===== src/rtl/requant_activate_unit_pkg.sv =====
// Shared types and Q31 constants for the requantize/activate datapath.
package sys_types;

    typedef logic signed [7:0]  int8_t;
    typedef logic signed [31:0] int32_t;

    localparam int32_t INT32_MIN = 32'sh8000_0000;
    localparam int32_t INT32_MAX = 32'sh7FFF_FFFF;

    localparam logic signed [63:0] NUDGE_POS = 64'sd1073741824;
    localparam logic signed [63:0] NUDGE_NEG = -64'sd1073741823;
    localparam logic signed [63:0] Q31_BIAS  = 64'sd2147483647;

    // INT32_MIN * INT32_MIN is the only operand pair whose product reaches 2^62
    localparam logic signed [63:0] SAT_PROD  = 64'sh4000_0000_0000_0000;

    typedef struct packed {
        int32_t     mult;
        logic [4:0] shift;
        int8_t      zero_point;
        int8_t      act_min;
        int8_t      act_max;
    } requant_cfg_t;

    // Saturating rounding doubling high multiply, starting from the full 64-bit product
    function automatic int32_t q31_high_mul(input logic signed [63:0] prod);
        logic signed [63:0] sum;
        logic signed [63:0] biased;
        int32_t             res;
        sum    = prod + (prod[63] ? NUDGE_NEG : NUDGE_POS);
        biased = sum + (sum[63] ? Q31_BIAS : 64'sd0);
        res    = int32_t'(biased >>> 31);
        if (prod == SAT_PROD) begin
            res = INT32_MAX;
        end
        return res;
    endfunction

endpackage


===== src/rtl/requant_activate_unit_rounding_shift_clamp.sv =====
// Combinational rounding right shift, zero-point add and activation clamp.
module rounding_shift_clamp
    import sys_types::*;
(
    input  int32_t     hi,
    input  logic [4:0] shift,
    input  int8_t      zero_point,
    input  int8_t      act_min,
    input  int8_t      act_max,
    output int8_t      y
);

    logic [31:0]        mask;
    logic [31:0]        rem;
    logic [31:0]        thr;
    int32_t             shifted;
    int32_t             r;
    logic signed [32:0] sum;
    logic signed [32:0] lo_bound;
    logic signed [32:0] hi_bound;
    logic signed [32:0] after_min;
    logic signed [32:0] after_max;

    // The upper bound is applied last so an inverted range collapses to act_max
    always_comb begin
        mask      = (32'd1 << shift) - 32'd1;
        rem       = hi & mask;
        thr       = (mask >> 1) + {31'd0, hi[31]};
        shifted   = hi >>> shift;
        r         = shifted + {31'd0, (rem > thr)};
        sum       = {r[31], r} + {{25{zero_point[7]}}, zero_point};
        lo_bound  = {{25{act_min[7]}}, act_min};
        hi_bound  = {{25{act_max[7]}}, act_max};
        after_min = (sum < lo_bound) ? lo_bound : sum;
        after_max = (after_min > hi_bound) ? hi_bound : after_min;
        y         = after_max[7:0];
    end

endmodule


===== src/rtl/requant_activate_unit.sv =====
// Three-stage requantize/activate pipeline between the array output buffer and the int8 tensor writer.
module requant_activate_unit
    import sys_types::*;
#(
    parameter int MAX_N     = 512,
    parameter int N_BITS    = $clog2(MAX_N),
    parameter int ADDR_BITS = 16
) (
    input  logic                 clk,
    input  logic                 reset,
    input  logic                 in_valid,
    input  logic signed [31:0]   in_output,
    input  logic [N_BITS-1:0]    in_row,
    input  logic [N_BITS-1:0]    in_col,
    output logic                 in_consume,
    input  logic signed [31:0]   cfg_mult,
    input  logic [4:0]           cfg_shift,
    input  logic signed [7:0]    cfg_zero_point,
    input  logic signed [7:0]    cfg_act_min,
    input  logic signed [7:0]    cfg_act_max,
    input  logic [N_BITS-1:0]    cfg_row_stride,
    output logic                 out_valid,
    output logic signed [7:0]    out_data,
    output logic [ADDR_BITS-1:0] out_addr,
    input  logic                 out_ready,
    output logic                 idle
);

    requant_cfg_t         cfg;
    logic                 stall;
    logic                 v1, v2, v3;
    logic signed [63:0]   prod1;
    logic [ADDR_BITS-1:0] addr1, addr2, addr3;
    int32_t               hi2;
    int8_t                data3;
    int8_t                y;

    assign cfg = '{mult: cfg_mult, shift: cfg_shift, zero_point: cfg_zero_point,
                   act_min: cfg_act_min, act_max: cfg_act_max};

    assign stall      = v3 && !out_ready;
    assign in_consume = in_valid && !stall;
    assign idle       = !v1 && !v2 && !v3 && !in_valid;

    assign out_valid  = v3;
    assign out_data   = data3;
    assign out_addr   = addr3;

    // Only the stage valids are reset; bubbles travel through as valid=0 with stale data
    always_ff @(posedge clk or posedge reset) begin
        if (reset) begin
            v1 <= 1'b0;
            v2 <= 1'b0;
            v3 <= 1'b0;
        end else if (!stall) begin
            v1 <= in_valid;
            v2 <= v1;
            v3 <= v2;
        end
    end

    // Address is computed modulo 2^ADDR_BITS, so narrowing the operands first is exact
    always_ff @(posedge clk) begin
        if (!stall) begin
            prod1 <= in_output * cfg.mult;
            addr1 <= ADDR_BITS'(in_row) * ADDR_BITS'(cfg_row_stride) + ADDR_BITS'(in_col);
            hi2   <= q31_high_mul(prod1);
            addr2 <= addr1;
            data3 <= y;
            addr3 <= addr2;
        end
    end

    rounding_shift_clamp u_rounding_shift_clamp (
        .hi         (hi2),
        .shift      (cfg.shift),
        .zero_point (cfg.zero_point),
        .act_min    (cfg.act_min),
        .act_max    (cfg.act_max),
        .y          (y)
    );

endmodule


===== config.mk =====
export PLATFORM = sky130hd
export DESIGN_NAME = requant_activate_unit
export DESIGN_NICKNAME = d
export VERILOG_FILES = /design/src/rtl/requant_activate_unit_pkg.sv /design/src/rtl/requant_activate_unit_rounding_shift_clamp.sv /design/src/rtl/requant_activate_unit.sv
export SDC_FILE = /design/constraint.sdc
export NUM_CORES = 2
export LEC_CHECK = 0
export ABC_CLOCK_PERIOD_IN_PS = 16900
export BUFFER_PORTS_ARGS = -buffer_cell sky130_fd_sc_hd__buf_2
export CORE_MARGIN = 10
export CORE_UTILIZATION = 63
export CTS_CLUSTER_DIAMETER = 80
export DETAILED_ROUTE_END_ITERATION = 12
export HOLD_SLACK_MARGIN = 0.05
export PLACE_DENSITY = 0.87
export SETUP_SLACK_MARGIN = 0.05
export SLEW_MARGIN = 20
export SYNTH_ARGS = -nofsm -noshare
export SYNTH_HDL_FRONTEND = slang
export SYNTH_HIERARCHICAL = 1
export SYNTH_SLANG_ARGS = --single-unit

===== constraint.sdc =====
create_clock -name clk -period 16.9 [get_ports clk]
set_input_delay 0.845 -clock clk [delete_from_list [all_inputs] [get_ports clk]]
set_output_delay 0.845 -clock clk [all_outputs]
set_load 0.03 [all_outputs]

======== After elaboration in Yosys (flattened, before gate mapping) ========
Cells that the tools add are included.
word-level totals
  output and inout bits ................... 27
  flip-flop bits (word level) ............. 155
operators by class
  equality and inequality tests ........... 1
  muxes and demuxes ....................... 4
  shifts and indexed selects .............. 2
  bitwise operators ....................... 1
  order comparisons ....................... 3
  add/subtract/negate cells ............... 7
  reduce and logical (&&, ||, !) cells .... 11
  $mul .................................... 2
operators by type and width
  cell                                                                  count
  64-bit adder                                                          1
  64-bit == test, second input constant                                 1
  32-bit by 32-bit multiplier with 64-bit output                        1
  64-bit 2-to-1 mux                                                     1
  63-bit by 32-bit adder with 63-bit output                             1
  32-bit by 8-bit adder with 33-bit output                              1
  33-bit by 8-bit > comparator with 1-bit output                        1
  33-bit by 8-bit < comparator with 1-bit output                        1
  33-bit 2-to-1 mux                                                     1
  31-bit by 1-bit adder with 32-bit output                              1
  32-bit by 1-bit adder with 32-bit output                              1
  32-bit AND                                                            1
  32-bit > comparator                                                   1
  1-bit by 5-bit left shift with 32-bit output, first input constant    1
  32-bit by 5-bit >>> shifter with 32-bit output                        1
  32-bit by 1-bit subtractor with 32-bit output, second input constant  1
  31-bit 2-to-1 mux                                                     1
  16-bit by 9-bit adder with 16-bit output                              1
  9-bit by 9-bit multiplier with 16-bit output                          1
  8-bit 2-to-1 mux                                                      1
  1-bit logical NOT                                                     6
  1-bit logical AND                                                     5

======== Depth between registers and ports, before layout ========
  word-level depth ........................ 10
  depth in mapped cells ................... 73
  gate-level depth less buffers ........... 61

======== By module ========
The synthesis kept the hierarchy.
by module, submodules not included
  module                 cells an instance  area each (sq um)  times used  seq. area each (sq um)
  requant_activate_unit  4960               47834.6            1           4639.4
  rounding_shift_clamp   1154               8739.6             1           0.0

======== Worst setup path before layout ========
Ideal clock, no wire load.
  path type ............................... input port to flip-flop
  from .................................... in cfg_shift[1]
  to ...................................... reg data3[1] (netlist: out_data[1]) (data pin)
  arrival time ............................ 14.523 ns
  path buffers ............................ 10
  setup time .............................. 0.260 ns
  stages on the path ...................... 62
  setup slack ............................. 2.117 ns
  cells stage by stage .................... buf_6 buf_6 clkbuf_1 clkbuf_1 nand2b_1 nand2b_1 ha_1 clkbuf_1 clkbuf_1 buf_1 xor2_1 ha_1 nand2_1 nor2_1 nand2_1 or3_1 clkbuf_1 a21o_1 [26 not listed] a21o_1 a21o_1 a21o_1 a211o_1 a22oi_1 clkbuf_1 clkbuf_1 mux2_2 ha_1 a21o_1 a21o_1 a21o_1 a21o_1 a221o_1 nand2_1 nand3_1 o21ai_1 mux2_2
on the way
  longest elaborated chain between the ends .. 10
  elaborated cells on any way between the ends .. 12
  classes of those cells .................. add/sub: 4; order compare: 3; shift: 2; mux: 2; bitwise: 1
RTL lines
  element                                                                        RTL line                                                                                            RTL
  start, declared                                                                requant_activate_unit.sv:17                                                                         input logic [4:0] cfg_shift,
  1-bit by 5-bit left shift with 32-bit output                                   requant_activate_unit_rounding_shift_clamp.sv:26                                                    mask = (32'd1 << shift) - 32'd1;
  32-bit by 1-bit subtractor with 32-bit output                                  requant_activate_unit_rounding_shift_clamp.sv:26
  31-bit by 1-bit adder with 32-bit output / 32-bit AND (equally long branches)  requant_activate_unit_rounding_shift_clamp.sv:28, requant_activate_unit_rounding_shift_clamp.sv:27
  32-bit > comparator                                                            requant_activate_unit_rounding_shift_clamp.sv:30                                                    r = shifted + {31'd0, (rem > thr)};
  32-bit by 1-bit adder with 32-bit output (*)                                   requant_activate_unit_rounding_shift_clamp.sv:30
  32-bit by 8-bit adder with 33-bit output (*)                                   requant_activate_unit_rounding_shift_clamp.sv:31                                                    sum = {r[31], r} + {{25{zero_point[7]}}, zero_point};
  33-bit by 8-bit < comparator with 1-bit output                                 requant_activate_unit_rounding_shift_clamp.sv:34                                                    after_min = (sum < lo_bound) ? lo_bound : sum;
  33-bit 2-to-1 mux (*)                                                          requant_activate_unit_rounding_shift_clamp.sv:34
  33-bit by 8-bit > comparator with 1-bit output                                 requant_activate_unit_rounding_shift_clamp.sv:35                                                    after_max = (after_min > hi_bound) ? hi_bound : after_min;
  8-bit 2-to-1 mux (*)                                                           requant_activate_unit_rounding_shift_clamp.sv:35
  named net y[1]                                                                 requant_activate_unit.sv:36                                                                         int8_t y;
  end signal, assigned                                                           requant_activate_unit.sv:69                                                                         data3 <= y;
  end, declared                                                                  requant_activate_unit.sv:35                                                                         int8_t data3;
Mark *: on every way through the listed nets, which the timed path passes. The rest lies on a longest branch.
A chain may end at the register's enable or synchronous reset.

======== Worst setup path after layout ========
  from .................................... in cfg_shift[2]
  to ...................................... reg data3[5] (netlist: out_data[5]) (data pin)
Same word-level chain as after synthesis.

==> metrics.txt <==
initial antenna violation count=10; Post-Synth XOR/XNOR Area=0.0341; Filler Cell Count=6,797; Worst-Margin Slew=1.08 ns; post-synthesis register bit count=155; Sequential Area=4640 um2; Longest Clk Path Bufs=2; DR vias/cell=6.19; Max Slew Vio Count=0; Die ar.=102,000 um2; number of global-route vias before repair=48,100; clk sinks=155; Max Cap Viol=0; WP data required=17.10 ns; commonest non-fill, non-tap cells in the layout=fa_1, inv_1, nand2_1, and2_1, ha_1; synthesized instance count=6,114; Site Rows=109; Compound-Gate Fraction of Synth Area=0.0852; Async SR Flop Fraction=0.0194; Die Wd=320 um; CTS tree=built; Post-CTS Resized=0; DP HPWL=119,000 um; crit path launch type=input pin; min Tclk post-route=14.67 ns; Slowest cell on crit path=nor3_2; Synth Cell Area=56,600 um2; GP Congestion=0.955; Post-Syn Area per Cell=9.25 um2; Tot GR Track Use=0.306; CTS Buf Count=17; # IOs=151; Vias=44,600; Final setup viols=0; part of the Yosys area used for sequential elements=0.0820; hold buffers post-CTS=0; Fmax=0.0682 GHz; CP endpoint kind=register; Initial Util=0.637; routed length per instance=21.6 um; path depth of the worst reg2reg path=52; CTS H-tree depth=4; core area=88,800 um2; main combinational cell family by area after synthesis=adder cells; Worst Hold Class=in2async; Net Count, Synth=7,804; port bufs=150; unrepaired setup endpoints after global routing=false; slowest stage delay, CP=0.70 ns; Routed Antenna Nets=0; Worst path most repeated cell=a21o_1; router iterations before antenna repair=7; fin crit share=0.868; die height=320 um; initial DRC count=4,245; worst path arrival time=14.87 ns; top_reg_cell synth=edfxtp_1; Fin Clk Skew=0.0153 ns; Area Overhead vs Synth=3.24%; CTS root buffer=clkbuf_16; DR DRC count=0; Placement Setup Slack=1.97 ns; Final Non-Filler Cells=7,207; setup TNS=0 ns; Core Util, Final=0.658; Hold Violations, Final=0; largest net degree at the start of global routing=72; global route overflow=0; layout cells sized above 1=0.0572; worst-path fanout max=11; area occupied by multi-input gates=46,700 um2; EDFF count, synth=152; Ys Warns=6; Final WS setup=2.23 ns; adder-cell area share of the yosys netlist=0.497; Unique masters post-synth=107; simple-gate share of the synthesized area=0.177; Reg clk slew, reported paths=0.06 ns; Post-CTS Setup Repair Bufs=0; Routed WL=155,000 um; Slew HR=0.280; Setup CP Type=in2reg; mux share of post-synthesis cell area=0.0316; Final nets=7,712; commonest non-fill, non-tap cell in the layout=fa_1; status=completed; first-pass GRT wire length=251,000 um; placed cells=7,168; Skew-Pair Late Insertion Delay=0.46 ns
## stage by stage
step                hold WS [ns]  area (um2)
floorplan                  0.400       56600
global placement           0.401       57800
detailed placement         0.405       57800
CTS                        0.225       58400
global route               0.249       58400
finish                     0.250       58400
## per-layer routing
| metal | vias to the layer above | global-route usage | part of all wire |
|---|---|---|---|
| met4 | 6 | 0.133 | 0.049 |
| li1 | 19200 | - | - |
| met3 | 678 | 0.0799 | 0.11 |
| met1 | 22100 | 0.370 | 0.36 |
| met5 | - | 0 | 0.00029 |
| met2 | 2626 | 0.514 | 0.48 |
## sequential cells by signal (all words and copies together) (netlist names)
name / flops
prod1: 64
hi2: 32
addr1: 16
addr2: 16
out_addr: 16
out_data: 8
out_valid: 1
v1: 1
v2: 1
## final timing paths
check	slack, ns	from	endpoint
worst max-delay path	2.23	cfg_shift[2]	out_data[5]
worst min-delay path	0.25	reset	out_valid
worst max register to register	3.38	hi2[31]	out_data[5]
worst min register to register	0.42	addr2[2]	out_addr[2]
max in group asynchronous	16.52	reset	v1
min in group clk	0.42	addr2[2]	out_addr[2]
## kinds of logic (layout without fill, tap and decap cells)
family          Yosys count  count (layout)
compound gates          731             731
xor+xnor                220             220
other cells               2              11
mux                     121             121
fa+ha+maj              1566            1566
buf+inv                1363            1282
simple gates           1956            1956
flops                   155             155
## final cells by class
class | count | area share
Antenna cell | 9 | 0.000386
Clock buffer | 19 | 0.00741
Clock inverter | 11 | 0.00255
Inverter | 1071 | 0.0688
Multi-Input combinational cell | 4596 | 0.800
Sequential cell | 155 | 0.0794
Tap cell | 1165 | 0.0250
Timing Repair Buffer | 181 | 0.0168
## worst max-delay path: cells and delay by family
kind	cells	cell delay, ns
adders and majority gates	9	2.63
muxes	2	0.71
and+or+nand+nor	16	4.61
buffers and inverters	5	0.70
xor gates and xnor gates	1	0.17
AOI/OAI and AO/OA	23	5.17
## synth_stat cells, drive strengths merged, types with 9 or more instances
master,instances,share of area
a21oi,197,0.018
a2111oi,9,0.0021
mux2i,37,0.0065
edfxtp,152,0.081
nor3,74,0.0071
o22ai,11,0.0012
or2,17,0.0019
fa,1137,0.40
nand3b,10,0.0014
and3,36,0.0040
buf,33,0.0044
xor2,71,0.011
a21o,131,0.017
nand2,738,0.049
a22o,10,0.0015
nor2,181,0.012
o221ai,10,0.0015
o211ai,24,0.0033
mux4,39,0.016
xnor2,149,0.023
a221oi,9,0.0015
mux2,45,0.0090
nor2b,43,0.0048
ha,429,0.095
o21bai,20,0.0027
nand4,57,0.0069
o31ai,9,0.0012
o21a,23,0.0031
inv,1069,0.071
nor3b,10,0.0014
nand2b,51,0.0056
and4,14,0.0022
or3,23,0.0025
clkbuf,259,0.017
nor4,39,0.0050
nand3,67,0.0059
a211oi,29,0.0039
and2,572,0.063
o21ai,153,0.014
a31oi,15,0.0017
Power is left out: the tool's default activity adds up to more than one toggle a clock period on the data nets, which glitch-free logic cannot reach.
